File: src/rtl/systolic_input_feeder.sv
// Row FIFO plus diagonal-skew feeder for the west edge of the 2x2 systolic array.
// Optional STREAM-underrun counter is built when SYSTOLIC_FEEDER_UNDERRUN_CNT_EN is defined.
module systolic_input_feeder #(
  parameter int DATA_WIDTH = 16,
  parameter int DEPTH      = 8
) (
  input  logic                  clk,
  input  logic                  rst,
  input  logic                  in_valid,
  output logic                  in_ready,
  input  logic [DATA_WIDTH-1:0] in_data_0,
  input  logic [DATA_WIDTH-1:0] in_data_1,
  input  logic                  in_last,
  input  logic                  go,
  output logic [DATA_WIDTH-1:0] sys_data_in_1x,
  output logic [DATA_WIDTH-1:0] sys_data_in_2x,
  output logic                  sys_start,
  output logic                  busy,
  output logic                  done
`ifdef SYSTOLIC_FEEDER_UNDERRUN_CNT_EN
  ,
  output logic [7:0]            underrun_count
`endif
);

  localparam int AW = (DEPTH > 1) ? $clog2(DEPTH) : 1;
  localparam int CW = $clog2(DEPTH + 1);
  localparam int EW = 2 * DATA_WIDTH + 1;
  localparam logic [CW-1:0] FULL_CNT = CW'(DEPTH);

  typedef enum logic [1:0] {IDLE, STREAM, DRAIN} state_t;

  state_t                  state_q, state_d;
  logic [EW-1:0]           mem_q [DEPTH];
  logic [AW-1:0]           wr_ptr_q, rd_ptr_q;
  logic [CW-1:0]           count_q, count_d;
  logic                    in_ready_q;
  logic [DATA_WIDTH-1:0]   d1x_q, d2x_q, skew_q;
  logic                    start_q, busy_q, done_q;
  logic                    push, pop, empty;
  logic [EW-1:0]           rd_entry;

  // in_ready comes straight from a register, so a pop never opens the door for a same-cycle push.
  assign push     = in_valid && in_ready_q;
  assign empty    = (count_q == '0);
  assign rd_entry = mem_q[rd_ptr_q];

  always_comb begin
    state_d = state_q;
    pop     = 1'b0;
    case (state_q)
      IDLE: begin
        if (go && !empty) state_d = STREAM;
      end
      STREAM: begin
        if (!empty) begin
          pop = 1'b1;
          if (rd_entry[EW-1]) state_d = DRAIN;
        end
      end
      DRAIN:   state_d = IDLE;
      default: state_d = IDLE;
    endcase
  end

  always_comb begin
    count_d = count_q;
    case ({push, pop})
      2'b10:   count_d = count_q + CW'(1);
      2'b01:   count_d = count_q - CW'(1);
      default: count_d = count_q;
    endcase
  end

  // Storage carries no reset so it can map onto distributed/block RAM.
  always_ff @(posedge clk) begin
    if (push) mem_q[wr_ptr_q] <= {in_last, in_data_1, in_data_0};
  end

  always_ff @(posedge clk) begin
    if (!rst) begin
      state_q    <= IDLE;
      wr_ptr_q   <= '0;
      rd_ptr_q   <= '0;
      count_q    <= '0;
      in_ready_q <= 1'b1;
      d1x_q      <= '0;
      d2x_q      <= '0;
      skew_q     <= '0;
      start_q    <= 1'b0;
      busy_q     <= 1'b0;
      done_q     <= 1'b0;
    end else begin
      state_q    <= state_d;
      count_q    <= count_d;
      in_ready_q <= (count_d != FULL_CNT);
      if (push) wr_ptr_q <= wr_ptr_q + AW'(1);
      if (pop)  rd_ptr_q <= rd_ptr_q + AW'(1);
      start_q    <= pop;
      d1x_q      <= pop ? rd_entry[DATA_WIDTH-1:0] : '0;
      // Lane 2 trails lane 1 by one cycle; zero flows through when no row was popped.
      skew_q     <= pop ? rd_entry[2*DATA_WIDTH-1:DATA_WIDTH] : '0;
      d2x_q      <= skew_q;
      busy_q     <= (state_d != IDLE);
      done_q     <= (state_q == DRAIN);
    end
  end

  assign in_ready       = in_ready_q;
  assign sys_data_in_1x = d1x_q;
  assign sys_data_in_2x = d2x_q;
  assign sys_start      = start_q;
  assign busy           = busy_q;
  assign done           = done_q;

`ifdef SYSTOLIC_FEEDER_UNDERRUN_CNT_EN
  logic [7:0] underrun_q;
  logic       go_accept, underrun;

  assign go_accept = (state_q == IDLE) && go && !empty;
  assign underrun  = (state_q == STREAM) && empty;

  always_ff @(posedge clk) begin
    if (!rst || go_accept) begin
      underrun_q <= '0;
    end else if (underrun && (underrun_q != 8'hFF)) begin
      underrun_q <= underrun_q + 8'd1;
    end
  end

  assign underrun_count = underrun_q;
`endif

endmodule

File: config.mk
export PLATFORM = sky130hd
export DESIGN_NAME = systolic_input_feeder
export DESIGN_NICKNAME = d
export VERILOG_FILES = /design/src/rtl/systolic_input_feeder.sv
export SDC_FILE = /design/constraint.sdc
export NUM_CORES = 1
export LEC_CHECK = 0
export BUFFER_PORTS_ARGS = -buffer_cell sky130_fd_sc_hd__buf_2
export CORE_MARGIN = 2
export CORE_UTILIZATION = 30
export DETAILED_ROUTE_END_ITERATION = 10
export HOLD_SLACK_MARGIN = 0.03
export PLACE_DENSITY = 0.45
export SLEW_MARGIN = 20
export SYNTH_ARGS = -nofsm -noshare
export SYNTH_HDL_FRONTEND = slang
export SYNTH_SLANG_ARGS = --single-unit
export TNS_END_PERCENT = 50
File: constraint.sdc
create_clock -name clk -period 7.6 [get_ports clk]
set_input_delay 0.38 -clock clk [delete_from_list [all_inputs] [get_ports clk]]
set_output_delay 0.38 -clock clk [all_outputs]
set_load 0.02 [all_outputs]
Yosys cells after proc, flatten, opt, wreduce, memory -nomap -nowiden:

Memory sizes are Yosys's and may differ from the RTL's. A register that Yosys moved wholly into a read port is not among the register bits.
Cells that the tools add are included.

* bits in registers: 64
* bits in latches: 0
* output and inout bits: 36
* RAM bits: 264
* memories: 1
* logic and storage cells: 39
* ROM bits: 0
* input port bits: 37

Memories
* mem_q: words 8, width 33, rd ports 1, clocked after Yosys merged registers in 1, write ports 1, line 34 `logic [EW-1:0] mem_q [DEPTH];`

* divide/modulo/power cells: 0
* order comparisons: 0
* $mul: 0
* add/subtract/negate cells: 4
* shifts and indexed selects: 0
* bitwise gates (word level): 0
* equality and inequality tests: 5
* reduce and logical (&&, ||, !) cells: 7
* mux-type cells: 11

Operators by type and width (number)
* case mux 4 bit (2 select lines): 1
* adder 3 x 1 -> 3 bit, second input constant: 2
* 2-to-1 mux 2 bit: 3
* 2-to-1 mux 3 bit: 2
* adder 4 x 1 -> 4 bit, second input constant: 1
* equality test 2 x 1 -> 1 bit, second input constant: 2
* equality test 2 bit, second input constant: 2
* zero test 4 bit: 1
* 2-to-1 mux 1 bit: 4
* inequality test 4 bit, second input constant: 1
* case mux 2 bit (2 select lines): 1
* subtractor 4 x 1 -> 4 bit, second input constant: 1
* logical AND 1 bit: 2
* zero test 2 bit: 1
* AND reduction 2 bit: 1
* nonzero test 2 bit: 1
* zero test 1 bit: 1

Longest topological paths before layout:

Gate-level depths: netlist of run 1.

* depth after elaboration: 6
* gate-level depth with buffers: 10
* gate-level depth less buffers: 9

Worst setup path after synthesis of run 1:

No wires, ideal clock.

* path type: reg2reg
* start point: reg in_ready_q (netlist: in_ready)
* end point: mem mem_q[0][0] in the netlist's numbering, enable pin
* data required time: 7094 ps
* stages on the path, launching flop included: 5
* slack: 3023 ps
* arrival time: 4071 ps
* period minus slack after synthesis: 4577 ps
* library setup time: 506 ps
* buffers on the path: 1
* cells stage by stage: dfxtp_1 -> and2_1 -> clkbuf_1 -> inv_2 -> nor4_1

* cells in the longest elaborated chain, start to end: 3

RTL lines
* start: declaration: line 37 `logic in_ready_q;`
* start signal: assignment: line 96 `in_ready_q <= (count_d != FULL_CNT);`
* logical AND 1 bit: line 44 `assign push = in_valid && in_ready_q;`
* 2-to-1 mux 1 bit: line 77 `if (push) mem_q[wr_ptr_q] <= {in_last, in_data_1, in_data_0};`
* 2-to-1 mux 1 bit (not written as such): line 77
* end: declaration: line 34

No other way between the ends.

==> results of run 1 <==
## registers in the layout, summed over array words and instances (netlist names), named ones only
signal and flops:
rd_ptr_q 3, done 1, state_q 2, mem_q 264, in_ready 1, count_q 4
sys_start 1, skew_q 16, busy 1, wr_ptr_q 3, sys_data_in_1x 16, sys_data_in_2x 16
## power groups by stage
| stage | registers, W | logic (W) | clock network, W |
|---|---|---|---|
| 6_report | 0.00206 | 0.000291 | 0.00170 |
| 5_1_grt | 0.00207 | 0.000320 | 0.00184 |
| 4_1_cts | 0.00206 | 0.000299 | 0.00176 |
| 3_5_place_dp | 0.00210 | 0.000297 | 0 |
| 3_3_place_gp | 0.00210 | 0.000293 | 0 |
| 2_1_floorplan | 0.00208 | 0.000222 | 0 |
## metal layers
layer,routed length [µm],up-vias,GRT usage
met5,32,-,0
met4,547,6,0.0378
met3,1520,51,0.0388
met2,12300,125,0.211
met1,10300,2836,0.148
li1,-,2501,-
## layout by cell type, fill, tap and decap left out, types with 3 or more instances in the layout
cell type and count:
nand2_1 8, nand2b_1 3, nor2b_1 6, clkinv_1 8, xnor2_1 4, mux2i_1 35
ha_1 4, clkbuf_16 39, xor2_1 3, clkbuf_1 9, buf_4 14, nor3_2 6
clkinv_2 4, nor2_1 34, and2_1 24, buf_2 72, dfxtp_1 64, nor2_4 3
mux4_2 66, edfxtp_1 264, clkbuf_8 3
## metrics by stage
step                      utilization  setup WS (ns)  instance area, µm²  total power, W  hold WS, ns
after floorplan                     -           3.02               12000         0.00231        0.412
after global placement          0.329           4.93               13000         0.00239        0.417
after detailed placement        0.329           4.93               13000         0.00240        0.420
after CTS                       0.358           4.94               14200         0.00412       0.0716
after global routing            0.358           4.78               14200         0.00423       0.0924
final                           0.358           5.05               14200         0.00405        0.106
## worst reg2reg max path: cells and delay by family, from the launching register on
kind	cells	cell delay, ns
buf+inv	1	0.77
flops	1	0.73
mux	2	0.81
simple gates	1	0.07
## final cells by class
cell class                 instances  area share
clock inverter                    17     0.00804
sequential                       331       0.655
antenna                            1    0.000177
timing repair buffer              86      0.0329
clock buffer                      51      0.0742
inverter                           3    0.000795
multi-input combinational        218       0.183
tap                              525      0.0464
## worst max path at each step
| stage | endpoint | slack (ns) |
|---|---|---|
| 3_5_place_dp | mem_q[2][12]$_DFFE_PP_ | 4.93 |
| 3_3_place_gp | mem_q[2][12]$_DFFE_PP_ | 4.93 |
| 2_1_floorplan | mem_q[0][0]$_DFFE_PP_ | 3.02 |
| 4_1_cts | sys_data_in_1x[6]$_SDFF_PN0_ | 4.94 |
| 5_1_grt | sys_data_in_1x[6]$_SDFF_PN0_ | 4.78 |
| 6_report | sys_data_in_1x[6]$_SDFF_PN0_ | 5.05 |
## cell families after synthesis
group           count (synthesis)
mux                           101
buf+inv                        30
xor+xnor                        7
flops                         331
compound gates                 14
simple gates                   92
fa+ha+maj                       4
==> metrics.md, run 1 <==
| Metric | Value |
|---|---|
| Clk Latency, worst-skew pair | 0.54 ns |
| Synth Area in XOR/XNOR | 0.00513 |
| CTS Sinks | 331 |
| Antenna-violating nets left | 0 |
| Final hold vios | 0 |
| # DRC | 0 |
| Flop pwr share | 0.508 |
| Layout Cells excl Fill | 1232 |
| Die height | 204 µm |
| Flops & latches, synth | 331 |
| Skew final | 0.0208 ns |
| Setup total negative slack | 0 ns |
| Internal Power | 0.00316 W |
| # nets final | 719 |
| WL final | 24700 µm |
| Clk pwr share | 0.420 |
| Multi-input gate area | 2590 µm² |
| Max cap viols | 0 |
| Post-CTS Setup Repair Bufs | 0 |
| Tcrit/Tclk final | 0.335 |
| Logic pwr share | 0.072 |
| Worst Path Required | 7.98 ns |
| Initial DRC count | 269 |
| FF-to-FF setup slack | 5.05 ns |
| Dominant cells by area after synthesis | edfxtp_1 66%, mux4_2 12%, dfxtp_1 11% |
| Seq/Total Area, Yosys | 0.775 |
| RSZ-0062 raised after global routing | no |
| FMAX | 393 MHz |
| Clk buf depth | 3 |
| CP Data Arrival Time | 2.92 ns |
| Cts bufs inserted | 38 |
| Tot GR Track Use | 0.123 |
| Worst VDD drop | 0.163 mV |
| Startpoint types | register |
| Switching part of the total | 0.220 |
| Global-route wire length before repair | 37400 µm |
| Syn nets | 620 |
| Register Area | 9280 µm² |
| Worst path bufs/invs | 1 |
| Vias after detailed routing | 5519 |
| Die Area | 41500 µm² |
| CP Class | register to register |
| Final Max Tran Viols | 0 |
| WP depth | 4 |
| Hold Crit Start | in_data_1[6] |
| Largest net degree at the start of global routing | 67 |
| Pwr Density | 286 nW/µm² |
| Count leader, synth | edfxtp_1 |
| Reg-to-Reg End | sys_data_in_1x[6]$_SDFF_PN0_ |
| # hold bufs at CTS | 0 |
| Mapped Avg Cell Area | 20.7 µm² |
| Synth top area share | 0.663 |
| Dpl hpwl | 13400 µm |
| Worst r2r path cells | 4 |
| Number of global-route vias before repair | 5999 |
| Die Wd | 204 µm |
| CTS tree | done |
| Mapped Area | 12000 µm² |
| Slowest stage cell, crit path | buf_4 |
| Status | completed |
| Detailed Routing Iterations Pass 1 | 6 |
| WHS Path Cells | 1 |
| Number of synthesized flops with an enable pin | 264 |
| Final min period | 2.55 ns |
| Post-synthesis mux area share | 0.154 |
| Hold EP | mem_q[7][22]$_DFFE_PP_ |
| Core area | 39500 µm² |
| Worst path max stage delay | 0.76 ns |
| Worst slew pin tran | 1.07 ns |
| Synth Area in Compound Gates | 0.00858 |
| Count of buffers from port buffering | 72 |
| Sw Pwr | 0.000890 W |
| Layout cell share with drive strength beyond 1 | 0.313 |
| # rows | 73 |
| Post-cts sizing count | 0 |
| Most common flop cell mapped by yosys | edfxtp_1 |
| IO Pins | 73 |
| Post-Synth Simple-Gate Area | 0.0407 |
| Number of antenna violations at the first check in global routing | 3 |
| Synth async-reset ratio | 0 |
| CP max FO | 38 |
| Worst Setup End Kind | register |
| Adder-cell area share of the yosys netlist | 0.00418 |
| Hold crit path type | input port to register |
| Root buf cell | clkbuf_16 |
| CP Cell Sequence | buf_4 -> mux4_2 -> mux2i_1 -> nor2_1 |
| Fillers | 3656 |
| DR vias/cell | 4.48 |
| Library cells used by synthesis | 39 |
| Starting Density | 0.302 |
| Leakage dissipation | 4.63 nW |
| Final setup fails | 0 |
| Area delta synth->final | 18.4% |
| Placed insts | 1163 |
| Synth warn | 0 |
| H-tree depth | 2 |
| Placer Congestion | 0.680 |
| Normalized max-slew margin | 0.283 |
| Synthesized instance count | 579 |
| Synth top cells by count | 264 x edfxtp_1, 67 x dfxtp_1, 66 x mux4_2 |
| Largest family of logic cells by synthesized area | multiplexers |
| Clk slew on worst S/H paths | 0.06 ns |
| Area leader, netlist | edfxtp_1 |
| Total gr overflow | 0 |
| Wirelength per Cell | 20.0 µm |
| Crit-path leading delay family | multiplexers |
(Power assumes the default switching activity.)
==> run 2: changes to the inputs <==
--- a/config.mk
+++ b/config.mk
@@ -5,6 +5,7 @@
 export SDC_FILE = /design/constraint.sdc
 export NUM_CORES = 1
 export LEC_CHECK = 0
+export ABC_AREA = 1
 export BUFFER_PORTS_ARGS = -buffer_cell sky130_fd_sc_hd__buf_2
 export CORE_MARGIN = 2
 export CORE_UTILIZATION = 30
==> constraint.sdc (replaced) <==
create_clock -name clk -period 2.6 [get_ports clk]
set_input_delay 0.13 -clock clk [delete_from_list [all_inputs] [get_ports clk]]
set_output_delay 0.13 -clock clk [all_outputs]
set_load 0.02 [all_outputs]
==> metrics.md, run 2 <==
| Metric | Value |
|---|---|
| Status | completed |
| Post-Synth Simple-Gate Area | 0.0916 |
| Root buf cell | clkbuf_16 |
| CTS Sinks | 331 |
| Die Area | 42400 µm² |
| Largest net degree at the start of global routing | 102 |
| Busiest grt layer | met2 |
| Area leader, netlist | edfxtp_1 |
| Number of global-route vias before repair | 7438 |
| CP max FO | 7 |
| CP Class | register to register |
| Synth Area in XOR/XNOR | 0.00143 |
| Global-route wire length before repair | 44300 µm |
| Biggest register | mem_q |
| Sw Pwr | 0.00419 W |
| Worst path max stage delay | 0.36 ns |
| WP depth | 9 |
| Final setup fails | 0 |
| Synthesized instance count | 958 |
| RSZ-0062 raised after global routing | no |
| CP Cell Sequence | nor2_1 -> nand2_2 -> nand2_1 -> inv_1 -> ha_1 -> o21ai_0 -> nand2_1 -> nor2_1 -> nand3_1 |
| Initial DRC count | 341 |
| Mapped Area | 12200 µm² |
| Worst path bufs/invs | 1 |
| Area delta synth->final | 22.2% |
| Clk pwr share | 0.373 |
| Count leader, synth | edfxtp_1 |
| Tot GR Track Use | 0.137 |
| Commonest non-fill, non-tap cell in the layout | edfxtp_1 |
| Worst Path Required | 3.03 ns |
| DR vias/cell | 4.54 |
| Adder-cell area share of the yosys netlist | 0.00409 |
| Synth top cells by count | 264 x edfxtp_1, 209 x nor2_1, 135 x o21ai_0 |
| Pwr Density | 973 nW/µm² |
| Tcrit/Tclk final | 0.747 |
| Setup total negative slack | 0 ns |
| Library cells used by synthesis | 30 |
| Worst r2r path cells | 9 |
| Switching part of the total | 0.288 |
| # DRC | 0 |
| Final Max Tran Viols | 0 |
| Hold crit path type | input port to register |
| Reg-to-Reg End | in_ready$_SDFF_PN1_ |
| Largest register FFs | 264 |
| Multi-input gate area | 2560 µm² |
| Syn nets | 999 |
| Worst VDD drop | 0.509 mV |
| Starting Density | 0.302 |
| Internal Power | 0.0104 W |
| Leakage dissipation | 5.39 nW |
| Placed insts | 1538 |
| Total gr overflow | 0 |
| CP Data Arrival Time | 2.37 ns |
| Detailed Routing Iterations Pass 1 | 7 |
| Count of buffers from port buffering | 72 |
| Synth warn | 0 |
| Met1 Usage GRT | 0.195 |
| R2R Path Start | count_q[0]$_SDFF_PN0_ |
| Startpoint types | register |
| Logic pwr share | 0.196 |
| Commonest non-fill, non-tap cells in the layout | 264 x edfxtp_1, 201 x nor2_1, 135 x o21ai_0 |
| WL final | 28500 µm |
| H-tree depth | 2 |
| Synth async-reset ratio | 0 |
| # rows | 74 |
| Post-synthesis mux area share | 0 |
| FMAX | 515 MHz |
| Wirelength per Cell | 17.4 µm |
| Met2 Use GR | 0.210 |
| Normalized max-slew margin | 0.610 |
| Hold Crit Start | in_valid |
| Synth Area in Compound Gates | 0.107 |
| Worst slew pin tran | 0.585 ns |
| Core area | 40600 µm² |
| Die Wd | 206 µm |
| Dominant cells by area after synthesis | edfxtp_1 65%, dfxtp_1 11%, nor2_1 6.4% |
| Clk buf depth | 3 |
| Largest family of logic cells by synthesized area | compound AO/OA/AOI/OAI gates |
| Fillers | 3954 |
| Cts bufs inserted | 39 |
| Most common flop cell mapped by yosys | edfxtp_1 |
| Seq/Total Area, Yosys | 0.757 |
| Flops & latches, synth | 331 |
| Register Area | 9270 µm² |
| Placer Congestion | 0.729 |
| Dpl hpwl | 15600 µm |
| Max cap viols | 0 |
| WHS Path Cells | 5 |
| Grt met3 use | 0.0309 |
| Antenna-violating nets left | 0 |
| Mapped Avg Cell Area | 12.8 µm² |
| Post-CTS Setup Repair Bufs | 0 |
| CTS tree | done |
| Finished Core Util | 0.369 |
| Die height | 206 µm |
| Synth top area share | 0.647 |
| Ant diodes | 0 |
| # nets final | 1123 |
| FF-to-FF setup slack | 0.66 ns |
| Number of antenna violations at the first check in global routing | 0 |
| Layout cell share with drive strength beyond 1 | 0.163 |
| Clk slew on worst S/H paths | 0.06 ns |
| Slowest stage cell, crit path | dfxtp_1 |
| Number of synthesized flops with an enable pin | 264 |
| Hold EP | wr_ptr_q[2]$_SDFFE_PN0P_ |
| Crit-path leading delay family | simple AND/OR/NAND/NOR gates |
| Final min period | 1.94 ns |
| Clk Latency, worst-skew pair | 0.54 ns |
| IO Pins | 73 |
| Flop pwr share | 0.431 |
| Vias after detailed routing | 7470 |
| Final hold vios | 0 |
| Worst Setup End Kind | register |
| Layout Cells excl Fill | 1644 |
| Final hold slack | 0.267 ns |
| Skew final | 0.0179 ns |
==> run 2: final cells by class <==
class	count	area share
multi-input cells	532	0.171
inverters	41	0.0106
flip-flops and latches	331	0.620
clock inverters	17	0.0125
well taps	532	0.0445
repair buffers	137	0.0684
clock buffers	54	0.0732
==> run 2: timing repair <==
item                      CTS  global route
hold endpoints to repair  268             0
gates resized for setup     0             0
hold buffers               35             0
==> run 2: worst max-delay path by stage <==
stage / end / slack (ns) / from
final: in_ready$_SDFF_PN1_ / 0.66 / count_q[0]$_SDFF_PN0_
after global routing: in_ready$_SDFF_PN1_ / 0.50 / count_q[0]$_SDFF_PN0_
after CTS: in_ready$_SDFF_PN1_ / 0.68 / count_q[0]$_SDFF_PN0_
after detailed placement: in_ready$_SDFF_PN1_ / 0.69 / count_q[0]$_SDFF_PN0_
after global placement: in_ready$_SDFF_PN1_ / 0.72 / count_q[0]$_SDFF_PN0_
after floorplan: mem_q[0][0]$_DFFE_PP_ / -0.09 / in_ready$_SDFF_PN1_
==> run 2: worst min-delay path, delay by kind of cell <==
kind	cells	cell delay, ns
compound gates	1	0.06
buf+inv	2	0.22
simple gates	2	0.34
==> run 2: kinds of logic after synthesis <==
| logic type | Yosys count |
|---|---|
| DFF | 331 |
| adders and majority gates | 4 |
| AOI/OAI and AO/OA | 244 |
| xor gates and xnor gates | 2 |
| buffers and inverters | 95 |
| and+or+nand+nor | 282 |
==> run 2: power groups by stage <==
| stage | Combinational, W | Clock, W | Sequential [W] |
|---|---|---|---|
| final | 0.00286 | 0.00543 | 0.00627 |
| after global routing | 0.00324 | 0.00580 | 0.00631 |
| after CTS | 0.00291 | 0.00561 | 0.00627 |
| after detailed placement | 0.00286 | 0 | 0.00638 |
| after global placement | 0.00286 | 0 | 0.00638 |
| after floorplan | 0.00192 | 0 | 0.00644 |
==> run 2: per-stage QoR <==
step                      area (µm²)  power [W]  setup WS [ns]
after detailed placement       13300    0.00924          0.693
after global placement         13300    0.00924          0.724
after global routing           15000     0.0154          0.501
after floorplan                12200    0.00836        -0.0936
after CTS                      15000     0.0148          0.681
final                          15000     0.0146          0.657
==> run 2: routing by layer <==
| layer | up-vias | wire length, µm |
|---|---|---|
| met1 | 3628 | 14100 |
| met2 | 128 | 12700 |
| met3 | 39 | 1220 |
| li1 | 3675 | - |
| met4 | 0 | 534 |
| met5 | - | 0 |
==> run 3: changes to the inputs <==
--- a/config.mk
+++ b/config.mk
@@ -5,7 +5,7 @@
 export SDC_FILE = /design/constraint.sdc
 export NUM_CORES = 1
 export LEC_CHECK = 0
-export ABC_AREA = 1
+export ABC_AREA = 0
 export BUFFER_PORTS_ARGS = -buffer_cell sky130_fd_sc_hd__buf_2
 export CORE_MARGIN = 2
 export CORE_UTILIZATION = 30
==> constraint.sdc (replaced) <==
create_clock -name clk -period 1.8 [get_ports clk]
set_input_delay 0.09 -clock clk [delete_from_list [all_inputs] [get_ports clk]]
set_output_delay 0.09 -clock clk [all_outputs]
set_load 0.02 [all_outputs]
==> metrics.md, run 3 (same netlist as run 1, synthesis figures left out) <==
| Metric | Value |
|---|---|
| Max cap viols | 0 |
| Worst Path Required | 2.19 ns |
| Leakage dissipation | 5.09 nW |
| # rows | 73 |
| Die Wd | 204 µm |
| Worst VDD drop | 0.647 mV |
| Commonest non-fill, non-tap cell in the layout | edfxtp_1 |
| Final hold vios | 0 |
| Register Area | 9290 µm² |
| Final min period | 2.02 ns |
| Cts bufs inserted | 38 |
| Layout cell share with drive strength beyond 1 | 0.355 |
| Vias after detailed routing | 5841 |
| Core area | 39500 µm² |
| Startpoint types | register |
| Tot GR Track Use | 0.125 |
| Largest net degree at the start of global routing | 33 |
| Normalized max-slew margin | 0.666 |
| CP Cell Sequence | nor4_4 -> nor3_2 -> xor2_1 -> ha_2 -> a21o_1 -> a41oi_2 -> o21ai_2 -> xor2_1 -> o2111ai_1 |
| Fillers | 3596 |
| Clk buf depth | 3 |
| # nets final | 791 |
| Cell repeated most along the worst path | xor2_1 |
| RSZ-0062 raised after global routing | yes |
| Number of global-route vias before repair | 6418 |
| Biggest register | mem_q |
| Status | finished with violations |
| CTS Sinks | 331 |
| Initial DRC count | 267 |
| Root buf cell | clkbuf_16 |
| Power Total | 0.0180 W |
| # DRC | 0 |
| Clk Latency, worst-skew pair | 0.53 ns |
| Skew final | 0.0202 ns |
| Place WS | -0.252 ns |
| H-tree depth | 2 |
| IO Pins | 73 |
| CTS tree | done |
| Worst Setup End Kind | register |
| Largest register FFs | 264 |
| Placer Congestion | 0.743 |
| Die height | 204 µm |
| CP max FO | 2 |
| Global-route wire length before repair | 38700 µm |
| Wirelength per Cell | 19.5 µm |
| Pwr Density | 1180 nW/µm² |
| Worst slew pin tran | 0.501 ns |
| Commonest non-fill, non-tap cells in the layout | 264 x edfxtp_1, 72 x buf_2, 66 x mux4_2 |
| Multi-input gate area | 2640 µm² |
| Antenna-violating nets left | 0 |
| WL final | 25500 µm |
| FMAX | 495 MHz |
| Dpl hpwl | 14900 µm |
| CP Class | register to register |
| Count of buffers from port buffering | 72 |
| Worst path bufs/invs | 0 |
| DR vias/cell | 4.48 |
| Slowest stage cell, crit path | dfxtp_2 |
| Crit-path leading delay family | compound AO/OA/AOI/OAI gates |
| Die Area | 41500 µm² |
| CP Data Arrival Time | 2.41 ns |
| Failing checks | negative setup slack |
| Final Max Tran Viols | 0 |
| Detailed Routing Iterations Pass 1 | 4 |
| Hold crit path type | input port to register |
| Total gr overflow | 0 |
| Worst path max stage delay | 0.34 ns |
| Ant diodes | 0 |
| Number of antenna violations at the first check in global routing | 0 |
| Clk slew on worst S/H paths | 0.06 ns |
| Tcrit/Tclk final | 1.12 |
| Area delta synth->final | 27.2% |
| Setup ws final | -0.220 ns |
| Starting Density | 0.302 |
| Final setup fails | 2 |
-- run 3: path summary, 6_finish.rpt --
kind / cells past startpoint / slack (ns) / start / end
max reg2reg: 9 / -0.22 / count_q[2]$_SDFF_PN0_ / in_ready$_SDFF_PN1_
min reg2reg: 1 / 0.43 / skew_q[10]$_SDFF_PN0_ / sys_data_in_2x[10]$_SDFF_PN0_
max: 9 / -0.22 / count_q[2]$_SDFF_PN0_ / in_ready$_SDFF_PN1_
min: 2 / 0.09 / rst / sys_data_in_2x[13]$_SDFF_PN0_
-- run 3: report_power, final --
part	switching, W	leakage (nW)	internal, W
registers	0.0000902	2.94	0.00851
logic	0.000805	1.52	0.000833
clock network	0.00302	0.632	0.00474
-- run 3: worst reg2reg max path, cell delays in order (launching register included) --
cell       delay, ns
dfxtp_2         0.34
nor4_4          0.32
nor3_2          0.10
xor2_1          0.16
ha_2            0.19
a21o_1          0.18
a41oi_2         0.18
o21ai_2         0.09
xor2_1          0.20
o2111ai_1       0.13
-- run 3: layout make-up --
cell class / count / share of cell area
Sequential cell: 331 / 0.610
Inverter: 3 / 0.00123
Timing Repair Buffer: 158 / 0.0876
Clock buffer: 49 / 0.0692
Tap cell: 525 / 0.0432
Multi-Input combinational cell: 218 / 0.174
Clock inverter: 21 / 0.0150
-- run 3: through the flow --
step	cells	util	TNS [ns]	cell area, µm²	hold WS (ns)
2_1_floorplan	579	-	-70.30	12100	0.189
3_3_place_gp	1198	0.342	-0.266	13500	0.351
3_5_place_dp	1198	0.342	-0.458	13500	0.358
4_1_cts	1303	0.384	-0.365	15200	0.0844
5_1_grt	1305	0.385	-0.489	15200	0.120
6_report	1305	0.385	-0.370	15200	0.0894
-- run 3: routing by layer --
| layer | global-route usage | part of all wire | up-vias | routed length [µm] |
|---|---|---|---|---|
| li1 | - | - | 2645 | - |
| met1 | 0.161 | 0.44 | 3063 | 11300 |
| met2 | 0.214 | 0.50 | 97 | 12800 |
| met3 | 0.0235 | 0.034 | 36 | 856 |
| met4 | 0.0394 | 0.020 | 0 | 510 |
| met5 | 0 | 0 | - | 0 |
-- run 3: repair_timing --
| action | in CTS | in global routing |
|---|---|---|
| setup endpoints to repair | 3 | 76 |
| setup buffers | 1 | 1 |
| pin swaps | 6 | 6 |
| hold endpoints to repair | 266 | 0 |
| gates cloned | 0 | 1 |
| resized for setup | 3 | 5 |
| hold buffers | 34 | 0 |
